$ cat config.mk
export PLATFORM = sky130hd
export DESIGN_NAME = icache_refill
export DESIGN_NICKNAME = d
export VERILOG_FILES = /design/src/rtl/icache_pkg.sv /design/src/rtl/refill_line_buf.sv /design/src/rtl/icache_refill.sv
export SDC_FILE = /design/constraint.sdc
export NUM_CORES = 1
export LEC_CHECK = 0
export CORE_MARGIN = 2
export CORE_UTILIZATION = 47
export DETAILED_ROUTE_END_ITERATION = 16
export GPL_TIMING_DRIVEN = 0
export PLACE_DENSITY = 0.73
export SYNTH_ARGS = -nofsm -noshare
export SYNTH_HDL_FRONTEND = slang
export SYNTH_SLANG_ARGS = --single-unit
$ cat constraint.sdc
create_clock -name clk -period 11.8 [get_ports clk]
set_input_delay 2.36 -clock clk [delete_from_list [all_inputs] [get_ports clk]]
set_output_delay 2.36 -clock clk [all_outputs]
set_load 0.005 [all_outputs]
$ cat src/rtl/icache_pkg.sv
// Shared instruction-cache definitions: line geometry, address fields and the
// refill FSM encoding, so the cache and the refill engine agree on line layout.
package icache_pkg;
  localparam int ADDR_W     = 32;
  localparam int WORD_W     = 32;
  localparam int LINE_WORDS = 4;
  localparam int LINE_W     = LINE_WORDS * WORD_W;
  localparam int LINE_BYTES = LINE_WORDS * (WORD_W / 8);
  localparam int CNT_W      = 2;

  localparam int TAG_MSB = 31;
  localparam int TAG_LSB = 7;
  localparam int IDX_MSB = 6;
  localparam int IDX_LSB = 4;
  localparam int OFF_MSB = 3;
  localparam int OFF_LSB = 2;

  typedef enum logic [1:0] {
    ST_IDLE  = 2'd0,
    ST_FETCH = 2'd1,
    ST_DONE  = 2'd2
  } refill_state_e;

  // Word slot i of a line sits at this bit offset: word 0 is the top word.
  function automatic int slot_lsb(input int idx);
    return LINE_W - WORD_W * (idx + 1);
  endfunction
endpackage

$ cat src/rtl/refill_line_buf.sv
// Four-word line assembly buffer with indexed write. line_next_o already
// includes the word being written this cycle, so the final word can be merged.
module refill_line_buf
  import icache_pkg::*;
(
  input  logic              clk,
  input  logic              rst,
  input  logic              we_i,
  input  logic [CNT_W-1:0]  idx_i,
  input  logic [WORD_W-1:0] wdata_i,
  output logic [LINE_W-1:0] line_next_o
);
  logic [WORD_W-1:0] slot_q [LINE_WORDS];
  logic [WORD_W-1:0] slot_d [LINE_WORDS];

  always_comb begin
    slot_d = slot_q;
    if (we_i) slot_d[idx_i] = wdata_i;
    line_next_o = '0;
    for (int i = 0; i < LINE_WORDS; i++) begin
      line_next_o[slot_lsb(i) +: WORD_W] = slot_d[i];
    end
  end

  always_ff @(posedge clk or posedge rst) begin
    if (rst) begin
      for (int i = 0; i < LINE_WORDS; i++) slot_q[i] <= '0;
    end else begin
      slot_q <= slot_d;
    end
  end
endmodule

$ cat src/rtl/icache_refill.sv
// Instruction-cache line-fill engine: fetches the four words of a missing line
// in order over req/ack and delivers the whole line with a one-cycle strobe.
module icache_refill
  import icache_pkg::*;
#(
  parameter int ADDR_W     = 32,
  parameter int WORD_W     = 32,
  parameter int LINE_WORDS = 4
) (
  input  logic                clk,
  input  logic                rst,
  input  logic                miss_valid,
  input  logic [ADDR_W-1:0]   miss_addr,
  output logic                miss_ready,
  input  logic                abort,
  output logic                mem_req,
  output logic [ADDR_W-1:0]   mem_addr,
  input  logic                mem_ack,
  input  logic [WORD_W-1:0]   mem_rdata,
  output logic                line_valid,
  output logic [ADDR_W-1:0]   line_addr,
  output logic [LINE_W-1:0]   dataline,
  output logic                busy,
  output refill_state_e       dbg_state
);
  // Handshakes: a miss is taken on an edge with miss_valid & miss_ready; a word
  // is taken on an edge with mem_req & mem_ack; line_valid is a bare strobe.
  localparam logic [ADDR_W-1:0] LINE_MASK = ~ADDR_W'(LINE_BYTES - 1);
  localparam logic [CNT_W-1:0]  LAST_CNT  = CNT_W'(LINE_WORDS - 1);

  refill_state_e     state_q, state_d;
  logic [CNT_W-1:0]  cnt_q, cnt_d;
  logic [ADDR_W-1:0] base_q, base_d;
  logic [ADDR_W-1:0] mem_addr_q, mem_addr_d;
  logic              line_valid_q, line_valid_d;
  logic [ADDR_W-1:0] line_addr_q, line_addr_d;
  logic [LINE_W-1:0] dataline_q, dataline_d;
  logic              word_we;
  logic [LINE_W-1:0] line_next;

  refill_line_buf u_buf (
    .clk         (clk),
    .rst         (rst),
    .we_i        (word_we),
    .idx_i       (cnt_q),
    .wdata_i     (mem_rdata),
    .line_next_o (line_next)
  );

  always_comb begin
    state_d      = state_q;
    cnt_d        = cnt_q;
    base_d       = base_q;
    mem_addr_d   = mem_addr_q;
    line_valid_d = 1'b0;
    line_addr_d  = line_addr_q;
    dataline_d   = dataline_q;
    word_we      = 1'b0;
    case (state_q)
      ST_IDLE: begin
        if (miss_valid) begin
          state_d    = ST_FETCH;
          cnt_d      = '0;
          base_d     = miss_addr & LINE_MASK;
          mem_addr_d = miss_addr & LINE_MASK;
        end
      end
      ST_FETCH: begin
        // Abort wins over a same-edge ack, so that word is dropped.
        if (abort) begin
          state_d = ST_IDLE;
          cnt_d   = '0;
        end else if (mem_ack) begin
          word_we = 1'b1;
          if (cnt_q == LAST_CNT) begin
            state_d      = ST_DONE;
            line_valid_d = 1'b1;
            line_addr_d  = base_q;
            dataline_d   = line_next;
          end else begin
            cnt_d      = cnt_q + 1'b1;
            mem_addr_d = base_q | ADDR_W'({cnt_q + 1'b1, 2'b00});
          end
        end
      end
      ST_DONE: begin
        state_d = ST_IDLE;
        cnt_d   = '0;
      end
      default: state_d = ST_IDLE;
    endcase
  end

  always_ff @(posedge clk or posedge rst) begin
    if (rst) begin
      state_q      <= ST_IDLE;
      cnt_q        <= '0;
      base_q       <= '0;
      mem_addr_q   <= '0;
      line_valid_q <= 1'b0;
      line_addr_q  <= '0;
      dataline_q   <= '0;
    end else begin
      state_q      <= state_d;
      cnt_q        <= cnt_d;
      base_q       <= base_d;
      mem_addr_q   <= mem_addr_d;
      line_valid_q <= line_valid_d;
      line_addr_q  <= line_addr_d;
      dataline_q   <= dataline_d;
    end
  end

  assign miss_ready = (state_q == ST_IDLE);
  assign mem_req    = (state_q == ST_FETCH);
  assign busy       = (state_q == ST_FETCH) || (state_q == ST_DONE);
  assign mem_addr   = mem_addr_q;
  assign line_valid = line_valid_q;
  assign line_addr  = line_addr_q;
  assign dataline   = dataline_q;
  assign dbg_state  = state_q;
endmodule

==> metrics <==
H-tree levels=2; Clock Sinks=347; worst-path maximum fanout=10; reg2reg setup slack=between 9000 and 10000 ps; maximum clock frequency=between 200 and 250 MHz; min cycle time layout=~4400 ps; Crit. End Element=flip-flop; Rel. slew slack=0.379; Synthesis Warnings=0; synth top area cells=dfrtp_1 60%, mux2_2 19%, mux2i_1 9.0%, o21ai_0 4.4%, nand2_1 3.5%; die area=between 30000 and 40000 µm²; Mean Syn Cell Area=13.3 µm²; HPWL after DPL=approximately 26000 µm; setup slack after placement=a little under 7000 ps; global routing's busiest layer=met2; largest net degree at the start of global routing=43; chip width=approximately 180 µm; commonest non-fill, non-tap cell in the layout=dfrtp_1; CTS tree=yes; Post-Route WL=approximately 36000 µm; Design Power=4100 µW; initial core utilization=0.476; clk slew on worst S/H paths=60 ps; Pre-antenna DRT Iters=4; first-pass GRT wire length=between 50000 and 60000 µm; Util after Layout=0.629; final setup fails=0; CTS hold repair buffers=0; top cell type's share of synthesized area=0.598; met1 GRT Util=0.300; final slew viol count=0; met3 Use GR=0.0665; Pleak=0.00858 µW; outcome=finished clean; final hold violation count=0; core area=30500 µm²; Post-CTS Setup Bufs=0; worst endpoint data arrival time=roughly 4800 ps; initial antenna violation count=2; GR Util All Layers=0.227; DRT antenna net count=0; CTS root buf=clkbuf_16; R2R depth=9; synthesized area=roughly 15000 µm²; crit share post-route=0.370; met2 Use GR=0.373; Hold Path Depth=2; DRC violations left=0; Final Net Count=1482; Yosys reg bits=347; CTS buffer count=39; Seq/Total Area, Yosys=0.598; Cell Pwr Density=between 200 and 250 nW/µm²; HP Start=dataline[70]; fraction of layout cells with a size suffix above 1=0.247; Clock Latency Late Sink=around 520 ps; Startpoint Class=input pin; Syn Inst Count=1091; Worst-Margin Slew=around 930 ps; die height=about 180 µm; hold endpoint=dataline[70]; via count=9503; initial detailed-routing violation count=~460; RSZ-0062 raised after global routing=no; Synth cell types=25; Avg WL per Cell=about 20 µm; total negative setup slack=0 ps; Final Wtd Congestion=approximately 0.74; type of the worst setup path=in2reg; CP Launch Point=abort; Worst Slack Setup Final=7440 ps; Bufs on Longest Clock Path=3; CP Data Required Time=between 10000 and 15000 ps; R2R Path End=dataline[95]; most frequent cells in the layout=347 x dfrtp_1, 256 x clkdlybuf4s50_1, 240 x mux2_2, 136 x nand2_1, 130 x mux2i_1; post-CTS sizing=0; Worst Skew=between 10 and 15 ps; Hold/Removal Path Class=reg2reg; Cell Rows=between 60 and 70; Max rail drop VDD=0.196 mV; Synth area leader=dfrtp_1; grt ovf=0; area delta synth->final=32.1%; Max-cap violations=0; IO Pins=267; vias per inst=between 5 and 6; vias in the first global route=10100; # diodes=0; RR Startpoint=dbg_state[1]; IO Port Bufs=roughly 260
[Yosys cell counts]
library cell	count
buf_4	6
mux2_1	2
mux2i_1	130
a21oi_1	1
conb_1	1
a221oi_4	1
and3_1	1
mux2_2	240
nand2_1	136
o32ai_1	2
buf_6	3
nor2b_1	3
dfrtp_1	347
o21ai_0	128
ha_1	10
a211oi_1	1
and3b_1	1
inv_1	9
nand4b_2	1
nand2b_1	2
buf_2	30
clkbuf_1	31
a21o_1	1
buf_1	3
or3b_1	1
[registers in the layout (all words and copies together) (netlist names)]
signal,flops
base_q,28
cnt_q,2
line_valid,1
dbg_state,2
line_addr,28
u_buf.slot_q,128
dataline,128
mem_addr,30
[worst max-delay path, cell delays in order]
cell and delay (ps):
clkdlybuf4s50_1 560, nand4b_2 240, buf_2 370, buf_2 320, buf_2 420, buf_2 340, nand2_1 90, o21ai_0 70
[worst max-delay path by stage]
| stage | cells past startpoint | endpoint | slack [ps] |
|---|---|---|---|
| after floorplan | 1 | base_q[10] | 4800 |
| after global placement | 2 | dataline[113] | 2380 |
| after detailed placement | 8 | dataline[96] | 6840 |
| after CTS | 8 | dataline[95] | 7380 |
| after global routing | 8 | dataline[95] | 7260 |
| final | 8 | dataline[95] | 7440 |
[report_power, final]
part | internal, µW | leakage [µW] | switching, µW
Sequential | 1500 | 0.00461 | 164
Combinational | 686 | 0.00328 | 462
Clock | 813 | 0.000685 | 478
[cell families after synthesis]
group / count (synthesis) / share of synthesized area
other: 1 / 0.000258
buffers and inverters: 82 / 0.0269
AND/OR/NAND/NOR: 145 / 0.0400
flip-flops: 347 / 0.598
multiplexers: 372 / 0.277
adder cells (fa/ha/maj): 10 / 0.00862
AO/OA/AOI/OAI: 134 / 0.0485
[cell type report]
class	count	area, µm²
clock inverter	10	181
multi-input combinational	667	5460
fill	2393	11300
clock buffer	59	1200
inverter	9	37.5
sequential	347	8680
buffer	73	357
timing repair buffer	266	2760
tap	396	495
[metal layers]
metal | part of all wire | up-vias
met3 | 0.073 | 51
met4 | 0.017 | 4
met2 | 0.47 | 262
met1 | 0.43 | 4766
li1 | - | 4420
met5 | 0.00061 | -
[per-stage QoR]
step                std cells  hold WS [ps]  cell area [µm²]
finish                   1827           479            19200
global route             1827           497            19200
CTS                      1827           483            19200
detailed placement       1758           470            17800
global placement         1748           464            17600
floorplan                1096           473            14500
Power figures use the tool's default switching activity.
